--- src/rtl/gpio_port.sv ---
// GPIO port: register-mapped pad outputs, synchronised pad inputs, an
// add/count/toggle output generator and a rising-edge interrupt block.
module gpio_port #(
  parameter int WIDTH       = 8,
  parameter int SYNC_STAGES = 2
) (
  input  logic             clk,
  input  logic             rst,
  input  logic [2:0]       bus_addr,
  input  logic [WIDTH-1:0] bus_wdata,
  input  logic             bus_we,
  input  logic             bus_re,
  output logic [WIDTH-1:0] bus_rdata,
  input  logic [WIDTH-1:0] in_a,
  input  logic [WIDTH-1:0] pad_in,
  output logic [WIDTH-1:0] pad_out,
  output logic [WIDTH-1:0] pad_oe,
  output logic             irq
);

  localparam logic [2:0] ADDR_OUT    = 3'd0;
  localparam logic [2:0] ADDR_OE     = 3'd1;
  localparam logic [2:0] ADDR_IN     = 3'd2;
  localparam logic [2:0] ADDR_MODE   = 3'd3;
  localparam logic [2:0] ADDR_EDGE   = 3'd4;
  localparam logic [2:0] ADDR_STATUS = 3'd5;
  localparam logic [2:0] ADDR_CNT    = 3'd6;

  localparam logic [1:0] MODE_DIRECT = 2'd0;
  localparam logic [1:0] MODE_ADD    = 2'd1;
  localparam logic [1:0] MODE_COUNT  = 2'd2;
  localparam logic [1:0] MODE_TOGGLE = 2'd3;

  logic [SYNC_STAGES-1:0][WIDTH-1:0] sync_p;
  logic [WIDTH-1:0] in_val, in_prev;
  logic [WIDTH-1:0] out_reg, oe_reg, edge_en, status, cnt, pout;
  logic [1:0]       mode;

  logic [WIDTH-1:0] out_next, oe_next, edge_en_next, status_next, cnt_next, pout_next;
  logic [WIDTH-1:0] rise, clr_mask, rd_sel;
  logic [1:0]       mode_next;

  function automatic logic [WIDTH-1:0] add_wrap(input logic [WIDTH-1:0] a,
                                                input logic [WIDTH-1:0] b);
    return a + b;
  endfunction

  function automatic logic [WIDTH-1:0] mode_readback(input logic [1:0] m);
    logic [WIDTH-1:0] r;
    r      = '0;
    r[1:0] = m;
    return r;
  endfunction

  assign in_val = sync_p[SYNC_STAGES-1];
  assign pad_oe = oe_reg;
  assign pad_out = pout;
  assign irq    = |status;

  // Stage p0..pN: pad input synchroniser, last stage is the IN register
  always_ff @(posedge clk) begin
    if (rst) begin
      sync_p  <= '0;
      in_prev <= '0;
    end else begin
      sync_p[0] <= pad_in;
      for (int i = 1; i < SYNC_STAGES; i++) sync_p[i] <= sync_p[i-1];
      in_prev <= in_val;
    end
  end

  always_comb begin
    out_next     = (bus_we && bus_addr == ADDR_OUT)  ? bus_wdata      : out_reg;
    oe_next      = (bus_we && bus_addr == ADDR_OE)   ? bus_wdata      : oe_reg;
    mode_next    = (bus_we && bus_addr == ADDR_MODE) ? bus_wdata[1:0] : mode;
    edge_en_next = (bus_we && bus_addr == ADDR_EDGE) ? bus_wdata      : edge_en;
    clr_mask     = (bus_we && bus_addr == ADDR_STATUS) ? bus_wdata    : '0;
    // A fresh edge is OR'ed in after the clear, so set beats W1C
    rise         = in_val & ~in_prev & edge_en;
    status_next  = (status & ~clr_mask) | rise;
    if (bus_we && bus_addr == ADDR_CNT) cnt_next = bus_wdata;
    else if (mode == MODE_COUNT)        cnt_next = add_wrap(cnt, WIDTH'(1));
    else                                cnt_next = cnt;
    case (mode)
      MODE_DIRECT: pout_next = out_next;
      MODE_ADD:    pout_next = add_wrap(in_a, in_val);
      MODE_COUNT:  pout_next = cnt_next;
      MODE_TOGGLE: pout_next = pout ^ out_reg;
      default:     pout_next = pout;
    endcase
  end

  always_comb begin
    case (bus_addr)
      ADDR_OUT:    rd_sel = out_reg;
      ADDR_OE:     rd_sel = oe_reg;
      ADDR_IN:     rd_sel = in_val;
      ADDR_MODE:   rd_sel = mode_readback(mode);
      ADDR_EDGE:   rd_sel = edge_en;
      ADDR_STATUS: rd_sel = status;
      ADDR_CNT:    rd_sel = cnt;
      default:     rd_sel = '0;
    endcase
  end

  // Register stage: bus-visible state, output generator and read data
  always_ff @(posedge clk) begin
    if (rst) begin
      out_reg   <= '0;
      oe_reg    <= '0;
      mode      <= MODE_DIRECT;
      edge_en   <= '0;
      status    <= '0;
      cnt       <= '0;
      pout      <= '0;
      bus_rdata <= '0;
    end else begin
      out_reg <= out_next;
      oe_reg  <= oe_next;
      mode    <= mode_next;
      edge_en <= edge_en_next;
      status  <= status_next;
      cnt     <= cnt_next;
      pout    <= pout_next;
      if (bus_re) bus_rdata <= rd_sel;
    end
  end

endmodule

--- config.mk ---
export PLATFORM = sky130hd
export DESIGN_NAME = gpio_port
export DESIGN_NICKNAME = d
export VERILOG_FILES = /design/src/rtl/gpio_port.sv
export SDC_FILE = /design/constraint.sdc
export NUM_CORES = 1
export LEC_CHECK = 0
export BUFFER_PORTS_ARGS = -buffer_cell sky130_fd_sc_hd__buf_2
export CAP_MARGIN = 20
export CORE_MARGIN = 5
export CORE_UTILIZATION = 35
export DETAILED_ROUTE_END_ITERATION = 8
export MAX_ROUTING_LAYER = met4
export SLEW_MARGIN = 25
export SYNTH_ARGS = -nofsm -noshare
export SYNTH_HDL_FRONTEND = slang
export SYNTH_SLANG_ARGS = --single-unit
--- constraint.sdc ---
create_clock -name clk -period 2.5 [get_ports clk]
set_input_delay 0.25 -clock clk [delete_from_list [all_inputs] [get_ports clk]]
set_output_delay 0.25 -clock clk [all_outputs]
set_load 0.02 [all_outputs]
# Yosys cells after proc, flatten, opt, wreduce, memory -nomap -nowiden
# Cells that the tools add are included.
[totals] out_inout_bits=25 wordCells=44 inputBits=31 register_bits=82
[op_classes] n_addsub=2 reduce_logical=9 eq_ne=9 n_bitwise=7 n_mux=6
[ops] cell="one-hot mux 8 bit (7 select lines)" n=1
[ops] cell="two-way mux 8 bit" n=4
[ops] cell="one-hot mux 8 bit (4 select lines)" n=1
[ops] cell="bitwise AND 8 bit" n=3
[ops] cell="NOT 8 bit" n=2
[ops] cell="equality test 3 bit, second input constant" n=3
[ops] cell="adder 8 x 1 -> 8 bit, second input constant" n=1
[ops] cell="adder 8 bit" n=1
[ops] cell="OR 8 bit" n=1
[ops] cell="OR reduction 8 bit" n=1
[ops] cell="XOR 8 bit" n=1
[ops] cell="equality test 3 x 2 -> 1 bit, second input constant" n=2
[ops] cell="logical AND 1 bit" n=6
[ops] cell="equality test 2 bit, second input constant" n=2
[ops] cell="equality test 3 x 1 -> 1 bit, second input constant" n=1
[ops] cell="logical NOT 3 bit" n=1
[ops] cell="equality test 2 x 1 -> 1 bit, second input constant" n=1
[ops] cell="logical NOT 2 bit" n=1

# Longest topological paths before layout
# Gate-level depths: netlist of the first run.
[logic_depth] word_depth=6 ltp_mapped=7 depth_no_buf=7

# Worst setup path before layout of the first run
# No wires, ideal clock.
[synth_timing] path_type="register to register" from="register sync_p (netlist bit in_val[0])" to="register pout[4], in the netlist pad_out[4]" setup_ns=0.086 n_path_buf=0 stages_incl_launch_ff=8 required_time_ns=2.414 setup_slack_ns=0.750 arrival_ns=1.665 synth_period_minus_slack_ns=1.750 cell_sequence="dfxtp_1 ha_1 fa_1 a21o_1 a22o_1 o21ai_0 nand3_1 a211oi_1"
[synth_via] elab_chain_cells=2
[synth_lines] item="from (decl)" line="34" source="logic [SYNC_STAGES-1:0][WIDTH-1:0] sync_p;"
[synth_lines] item="adder 8 bit" line="45" source="return a + b;"
[synth_lines] item="one-hot mux 8 bit (4 select lines)" line="84" source="case (mode)"
[synth_lines] item="to (signal assigned)" line="124" source="pout <= pout_next;"
[synth_lines] item="to (decl)" line="36" source="logic [WIDTH-1:0] out_reg, oe_reg, edge_en, status, cnt, pout;"
# Every way passes these cells.
# A chain may end at the register's enable or synchronous reset.

# Worst setup path after layout of the first run
# Ends and elaborated chain as after synthesis.

==> impl_results.md, run 1 <==
- Core box area: about 0.011 mm^2
- Port Buf Inserts: 55
- Tmin final: just under 2 ns
- R2R Path Start: in_val[0]
- Clk buf depth: 2
- Worst R2R Setup Slack: between 0.5 and 0.6 ns
- Seq/Total Area, Yosys: 41.6%
- PD cells: 627 mW/mm^2
- Worst EP arrival: ~2.3 ns
- Synth area leaders: dfxtp_1, mux2i_1, nor2_1
- # DRC: 0
- Final hold viol count: 0
- Leakage power: a little under 0.002 uW
- Vias in the first global route: 3204
- Final HPWL DP: between 8 and 9 mm
- Startpoint types: flop
- Netlist cell types: between 50 and 60
- CP Buf/Inv Count: 0
- Clk pwr share: 42.7%
- Global route overflow: 0
- Sw Pwr: 744 uW
- WL final: about 11 mm
- Number of synthesized flops with an enable pin: 0
- Sw Ratio: around 26%
- Yosys top cell area share: 41.6%
- Final period util: about four fifths
- Status: finished clean
- Drt via density: roughly 5.4
- Mean Syn Cell Area: approximately 9.2 um^2
- Worst slew pin tran: approximately 0.69 ns
- Total power: approximately 2900 uW
- DR vias: 3373
- Delay of the slowest critical-path stage: roughly 0.4 ns
- CP Capture Type: flop
- Synth Instances: ~430
- Max FO, Critical Path: 4
- Final setup fails: 0
- Max-cap violation count: 0
- Root buffer cell: clkbuf_16
- Ant diodes: 0
- CP Capture Point: pad_out[4]
- Clock latency on the worst-skew pair: around 0.34 ns
- Fill count: around 1100
- CTS Hold Bufs: 0
- Fin Setup TNS: 0 ns
- RR Endpoint: pad_out[4]
- Most frequent cell after synthesis: dfxtp_1
- Delay-heaviest family, CP: compound AO/OA/AOI/OAI gates
- Largest area contributor in the netlist: dfxtp_1
- Initial DRC Count: roughly 250
- Final ANT Viol Nets: 0
- DR pass1 iterations: 5
- WP depth: 7
- TritonCTS Buffers: 9
- Proportion of synthesized area in mux cells: between 10% and 20%
- Unrepaired setup endpoints after global routing: no
- Worst path cell trace: ha_1, fa_1, a21o_1, a22o_1, o21ai_0, nand3_1, a211oi_1
- Resize count post-CTS: 0
- Synth Area in Adders: under 10%
- Yosys warnings: 0
- Fmax: ~0.50 GHz
- Net Count, Synth: about 470
- Die span in x: 116 um
- Type of the tightest min-delay check: input pin to flop
- Synth top cells by count: dfxtp_1, nor2_1, nand2_1
- Wirelength per Cell: between 15 and 20 um
- Mapped cell area: roughly 0.0039 mm^2
- CTS H-Tree Depth: 3
- Post-Synth Simple-Gate Area: 18.9%
- GRT Total Usage: about 18%
- Initial Util: 36.1%
- Kind of critical path: flop to flop
- Post-CTS Repair Setup Buffers: 0
- FF+latch count, synth: 82
- Nets: between 500 and 600
- Max_slew headroom: a little over half
- Die span in y: about 120 um
- Worst path required time: 2.76 ns
- IO Pins: 56
- Core Rows: 38
- Initial antenna violation count: 0
- Proportion of layout cells with a drive suffix above 1: 20.9%
- Flop pwr share: a little under half
- Worst-path clk slew: roughly 0.06 ns
- Largest net degree at the start of global routing: 29
- Slowest stage cell on the critical path: fa_1
- VDD IR max: ~0.32 mV
- Synth Flop Type: dfxtp_1
- Clock skew: between 0.007 and 0.008 ns
- Die area: 0.0135 mm^2
- Final GP Congestion: just under 0.9
- Clock sink total: 82
- First-pass GRT wire length: approximately 18 mm
- Asr flop ratio synth: 0%
- Internal power: 2170 uW
- Final Slew Violations: 0
- Worst-case reg-to-reg path depth: 7
- Logic pwr share: around 10%
- Final Util: a little over two fifths
- P&R area growth vs syn: 17.9%
- Compound-Gate Fraction of Synth Area: 15.6%
- Post-Synth XOR/XNOR Area: between 5 and 6%
- CTS tree: built
- Worst Setup SP: in_val[0]
- Largest family of logic cells by synthesized area: simple AND/OR/NAND/NOR gates
[cell families after synthesis]
kind of cell | count (synthesis)
AO/OA/AOI/OAI | 90
XOR/XNOR | 23
adder cells (fa/ha/maj) | 9
buffers and inverters | 35
flip-flops | 82
multiplexers | 38
AND/OR/NAND/NOR | 154
[layout by cell type (no fill, tap or decap), types with 2 or more instances in the layout]
master	Yosys	routed
nand2_1	42	42
o221ai_1	3	3
nand4b_1	2	2
a22o_1	8	8
clkinv_4	0	2
dfxtp_1	82	82
nand4_1	4	4
nor4_1	2	2
nor3b_1	2	2
a221oi_1	2	2
a21oi_1	30	30
o21ai_0	5	5
nand3_1	4	4
clkbuf_16	0	9
mux2i_1	26	26
mux4_2	5	5
mux2_2	7	7
inv_1	6	6
buf_2	11	55
xor2_1	9	9
a22oi_1	8	8
a211oi_1	14	14
nor2b_1	30	30
nor2_1	55	55
buf_4	1	15
o22ai_1	6	6
a21o_1	4	4
ha_1	8	8
xnor2_1	14	14
and3_1	4	4
o31ai_1	2	2
[routing by layer]
metal	track usage [%]	wire length, um	vias to the layer above
met5	-	0	-
met1	23.0	4910	1620
met2	27.8	5220	116
met4	5.49	114	0
li1	-	-	1627
met3	3.52	699	10
[worst reg2reg max path, stage by stage, from the launching register on]
cell	delay, ns
dfxtp_1	0.35
ha_1	0.22
fa_1	0.41
a21o_1	0.19
a22o_1	0.21
o21ai_0	0.23
nand3_1	0.10
a211oi_1	0.20
[per-stage QoR]
stage	hold slack (ns)	cells	area, um^2	worst slack, ns
final	0.117	629	4650	0.510
after detailed placement	0.429	613	4370	0.475
after global routing	0.116	629	4650	0.413
after global placement	0.417	613	4370	0.514
after floorplan	0.378	431	3940	0.750
after CTS	0.106	629	4650	0.519
[worst min-delay path by stage]
stage	from	to	slack [ns]	depth (start not counted)
2_1_floorplan	pad_in[0]	sync_p[0]	0.38	1
3_3_place_gp	sync_p[5]	in_val[5]	0.42	1
3_5_place_dp	sync_p[1]	in_val[1]	0.43	1
4_1_cts	pad_in[1]	sync_p[1]	0.11	2
5_1_grt	pad_in[1]	sync_p[1]	0.12	2
6_report	pad_in[1]	sync_p[1]	0.12	2
[layout make-up]
cell class	count	area [um^2]	area share, %
clock buffers	11	243	5.22
repair buffers	70	388	8.34
multi-input cells	314	2140	46.0
flip-flops and latches	82	1640	35.3
clock inverters	5	38.8	0.834
well taps	140	175	3.77
inverters	7	26.3	0.565
[power groups by stage]
stage | logic (uW) | registers, uW | clock network (uW)
finish | 293 | 1380 | 1250
CTS | 293 | 1380 | 1270
global route | 323 | 1380 | 1320
detailed placement | 291 | 1410 | 0
global placement | 285 | 1400 | 0
floorplan | 184 | 1400 | 0
Power figures use the tool's default switching activity.
==> run 2: changes to the inputs <==
Settings changed: ABC_AREA set to 1.
Clock period 2.5 ns to 2.1 ns, I/O delays scaled along.
==> impl_results.md, run 2 <==
- Status: finished clean
- Most common cell after layout, fill and taps aside: nand2_1
- Die area: between 0.01 and 0.015 mm^2
- Max FO, Critical Path: 3
- FF+latch count, synth: slightly above 80
- CTS tree: built
- Final GP Congestion: 0.943
- Final WS setup: around 0.37 ns
- Synth top cells by count: nand2_1, inv_1, dfxtp_1
- Die span in y: 116 um
- R2R Path Start: in_val[0]
- Leakage power: around 0.0022 uW
- Worst EP arrival: between 2 and 2.5 ns
- Seq/Total Area, Yosys: 41.4%
- Global route overflow: 0
- Clk pwr share: a little under half
- Vias in the first global route: around 3700
- Final hold viol count: 0
- Initial Util: between 30% and 40%
- Internal power: 2800 uW
- Yosys warnings: 0
- Initial antenna violation count: 0
- Worst R2R Setup Slack: around 0.37 ns
- Root buffer cell: clkbuf_16
- Hold path start: pad_in[2]
- Core Rows: 38
- Yosys top cell area share: 41.4%
- Logic pwr share: around a tenth
- Port Buf Inserts: 55
- Worst Setup SP: in_val[0]
- Mean Syn Cell Area: roughly 6.9 um^2
- DR vias: 3800
- Worst path required time: roughly 2.4 ns
- Synth Flop Type: dfxtp_1
- Asr flop ratio synth: 0%
- Final Slew Violations: 0
- Type of the tightest min-delay check: input pin to flop
- Final ANT Viol Nets: 0
- Number of synthesized flops with an enable pin: 0
- Fmax: 0.577 GHz
- First-pass GRT wire length: just under 20 mm
- Largest net degree at the start of global routing: between 60 and 70
- Min-Delay Path Depth: 3
- PD cells: around 800 mW/mm^2
- CTS Hold Bufs: 0
- Netlist cell types: 33
- Mapped cell area: approximately 0.004 mm^2
- Clk buf depth: 2
- GRT Total Usage: between 15 and 20%
- # DRC: 0
- Clock sink total: between 80 and 90
- IO Pins: 56
- Most frequent cell after synthesis: nand2_1
- VDD IR max: between 0.3 and 0.4 mV
- Most frequent cells in the layout: nand2_1, inv_1, dfxtp_1, nor2_1, a21oi_1
- Post-CTS Repair Setup Buffers: 0
- Final period util: 82.6%
- Flop pwr share: approximately 44%
- WL final: 12.1 mm
- Wirelength per Cell: between 15 and 20 um
- Worst hold margin: 0.0635 ns
- CP Capture Type: flop
- Pre-CTS setup slack: around 0.36 ns
- TritonCTS Buffers: 9
- P&R area growth vs syn: 17.4%
- Max_slew headroom: between 50 and 60%
- CTS H-Tree Depth: 3
- Drt via density: around 4.9
- Ant diodes: 0
- Clock skew: 0.00466 ns
- Sw Pwr: 924 uW
- Max-cap violation count: 0
- Clock latency on the worst-skew pair: 0.34 ns
- Final HPWL DP: roughly 9 mm
- Worst-case reg-to-reg path depth: 11
- Final setup fails: 0
- Synth area leaders: dfxtp_1, nand2_1, inv_1
- RR Endpoint: pad_out[4]
- Sw Ratio: between 20% and 30%
- Unrepaired setup endpoints after global routing: no
- Net Count, Synth: 615
- Core box area: 0.0110 mm^2
- Nets: 667
- Tmin final: ~1.7 ns
- Die span in x: around 120 um
- Hold EP: sync_p[2]
- Initial DRC Count: between 200 and 250
- DR pass1 iterations: 5
- Fin Setup TNS: 0 ns
- Worst-path clk slew: about 0.06 ns
- Startpoint types: flop
- Largest area contributor in the netlist: dfxtp_1
- Proportion of layout cells with a drive suffix above 1: between 10% and 20%
- Worst slew pin tran: between 0.6 and 0.7 ns
- Kind of critical path: flop to flop
- Synth Instances: 575
- Final Util: 42.4%
- Resize count post-CTS: 0
## run 2: cell types whose count changed in the layout (fill, tap and decap cells not counted), moves of 11 or more
cell	before	now
nand2_1	42	124
inv_1	6	85
o21ai_0	5	40
nor2b_1	30	0
a21oi_1	30	56
mux2i_1	26	0
nand3_1	4	26
o21ai_1	0	14
buf_4	15	2
xnor2_1	14	1
nor2_1	55	67
a211oi_1	14	3
## run 2: per-stage QoR
step / cells / instance area, um^2 / total power (uW)
6_report: 772 / 4650 / 3730
5_1_grt: 772 / 4650 / 3880
4_1_cts: 772 / 4650 / 3780
3_5_place_dp: 756 / 4330 / 2060
3_3_place_gp: 756 / 4330 / 2060
2_1_floorplan: 575 / 3960 / 1920
## run 2: cell type report
type                            instances  area, um^2
Clock buffer                           11         243
Clock inverter                          5        77.6
Fill cell                            1158        6330
Inverter                               95         357
Multi-Input combinational cell        382        1870
Sequential cell                        82        1640
Tap cell                              140         175
Timing Repair Buffer                   57         290
## run 2: worst max path at each step
stage	to	slack [ns]
after global routing	pad_out[4]	0.16
after floorplan	pad_out[4]	0.51
after detailed placement	pad_out[4]	0.36
final	pad_out[4]	0.37
after global placement	pad_out[4]	0.38
after CTS	pad_out[4]	0.36
## run 2: kinds of logic after synthesis
logic type,synth area share [%]
AND/OR/NAND/NOR,25.9
XOR/XNOR,0.442
adder cells (fa/ha/maj),3.03
AO/OA/AOI/OAI,17.8
buffers and inverters,11.4
flip-flops,41.4
## run 2: worst max-delay path, stage by stage, from the launching register on
cell,delay (ns)
dfxtp_1,0.32
ha_1,0.21
fa_1,0.41
nand2_1,0.08
inv_1,0.04
o21ai_0,0.19
nand2_1,0.08
nand2_1,0.06
nand3_1,0.06
nand2_1,0.06
inv_1,0.04
a21oi_1,0.12
## run 2: power groups by stage
| stage | Combinational (uW) | Clock [uW] | Sequential (uW) |
|---|---|---|---|
| after floorplan | 227 | 0 | 1700 |
| after global placement | 373 | 0 | 1680 |
| after detailed placement | 378 | 0 | 1690 |
| after CTS | 379 | 1750 | 1650 |
| after global routing | 425 | 1800 | 1660 |
| final | 378 | 1700 | 1650 |
## run 2: layer usage
layer / routed length, um / global-route usage, % / vias to the layer above
li1: - / - / 1945
met4: 443 / 10.2 / 0
met3: 758 / 3.99 / 25
met2: 5240 / 28.5 / 115
met5: 0 / - / -
met1: 5640 / 25.7 / 1715
==> run 3: changes to the inputs <==
Settings changed: ABC_AREA 1 to 0.
Clock period 2.1 ns to 1.7 ns, I/O delays scaled along.
==> impl_results.md, run 3 (synthesis gave the netlist of run 1 again) <==
- Status: complete, but fails checks
- Violated checks: setup timing
- Final ANT Viol Nets: 0
- Type of the tightest min-delay check: input pin to flop
- Reg area: about 0.0016 mm^2
- Worst path required time: a little under 2 ns
- Ant diodes: 0
- Clock latency on the worst-skew pair: ~0.34 ns
- Clock skew: 0.00850 ns
- Most frequent cells in the layout: dfxtp_1, nor2_1, buf_2, nand2_1, buf_4
- Initial DRC Count: ~250
- CTS tree: built
- Leakage power: approximately 0.002 uW
- Final setup fails: 2
- Global route overflow: 0
- Max FO, Critical Path: 3
- Most common cell after layout, fill and taps aside: dfxtp_1
- Worst EP arrival: about 2 ns
- Drt via density: 5.25
- Final WS setup: -0.0425 ns
- Largest net degree at the start of global routing: 39
- Clk buf depth: 2
- Nets: around 540
- First-pass GRT wire length: around 18 mm
- Final Util: 44.8%
- Fill count: ~1100
- Proportion of layout cells with a drive suffix above 1: between 20% and 30%
- Worst-path clk slew: approximately 0.06 ns
- Final Slew Violations: 0
- Unrepaired setup endpoints after global routing: yes
- Die span in x: between 100 and 150 um
- Final period util: 102%
- Die span in y: between 100 and 150 um
- Vias in the first global route: around 3400
- Final HPWL DP: ~8.6 mm
- VDD IR max: 0.815 mV
- Wirelength per Cell: between 15 and 20 um
- CP Capture Type: flop
- Multi-input gate area: roughly 0.0022 mm^2
- Final GP Congestion: about 0.94
- DR vias: between 3000 and 4000
- Port Buf Inserts: 55
- CTS H-Tree Depth: 3
- Initial antenna violation count: 0
- WL final: 11.1 mm
- Die area: 0.0135 mm^2
- Fin Setup TNS: -0.0597 ns
- Max-cap violation count: 0
- TritonCTS Buffers: 9
- Final hold viol count: 0
- Kind of critical path: flop to flop
- Tmin final: between 1.5 and 2 ns
- Max_slew headroom: between 60% and 70%
- Core Rows: 38
- Startpoint types: flop
- PD cells: ~900 mW/mm^2
- P&R area growth vs syn: 24.3%
- DR pass1 iterations: 4
- Worst hold margin: approximately 0.045 ns
- Initial Util: a little over a third
- Worst slew pin tran: 0.503 ns
- Root buffer cell: clkbuf_16
- Fmax: between 0.5 and 0.6 GHz
- Clock sink total: 82
- IO Pins: between 50 and 60
- Core box area: approximately 0.011 mm^2
- GRT Total Usage: between 10% and 20%
- # DRC: 0
## run 3: per-layer routing
layer	part of all wire [%]	track usage, %	routed length [um]
met1	45	23.0	5040
met2	48	28.5	5340
met3	5.0	4.51	562
met4	1.8	4.64	204
met5	0	-	0
## run 3: worst max-delay path: stages, from the launching register on
cell and delay, ns:
dfxtp_2 0.33, ha_4 0.16, fa_2 0.34, a21o_1 0.18
a22o_1 0.25, o2111ai_1 0.20, nand2_1 0.09, o2bb2ai_2 0.13
## run 3: final cells by class
cell class	instances	area share (%)
flip-flops and latches	82	33.5
clock buffers	12	5.23
inverters	7	0.536
well taps	140	3.57
multi-input cells	314	44.4
repair buffers	90	12.0
clock inverters	2	0.766
## run 3: repair_timing
| item | in CTS | in global routing |
|---|---|---|
| buffers inserted | 0 | 1 |
| setup endpoints to repair | 1 | 4 |
| hold buffers | 0 | 0 |
| resized for setup | 4 | 4 |
| pin swaps | 1 | 4 |
## run 3: where the power goes
part / leakage (uW) / switching, uW / internal, uW
Combinational: 0.00125 / 270 / 217
Sequential: 0.000667 / 39.8 / 1980
Clock: 0.000141 / 735 / 1200
## run 3: final timing paths
kind,startpoint,to,slack (ns),cells past startpoint
max,in_val[0],pad_out[6],-0.04,7
min,pad_in[6],sync_p[6],0.04,2
max reg2reg,in_val[0],pad_out[6],-0.04,7
min reg2reg,sync_p[5],in_val[5],0.44,1
## run 3: through the flow
stage	std cells	total power (uW)	setup WS [ns]	cell area, um^2
global route	647	4610	-0.210	4900
CTS	646	4480	-0.0577	4880
detailed placement	632	2540	-0.100	4560
global placement	632	2530	-0.0265	4560
finish	647	4440	-0.0425	4900
floorplan	431	2340	0.0311	3950
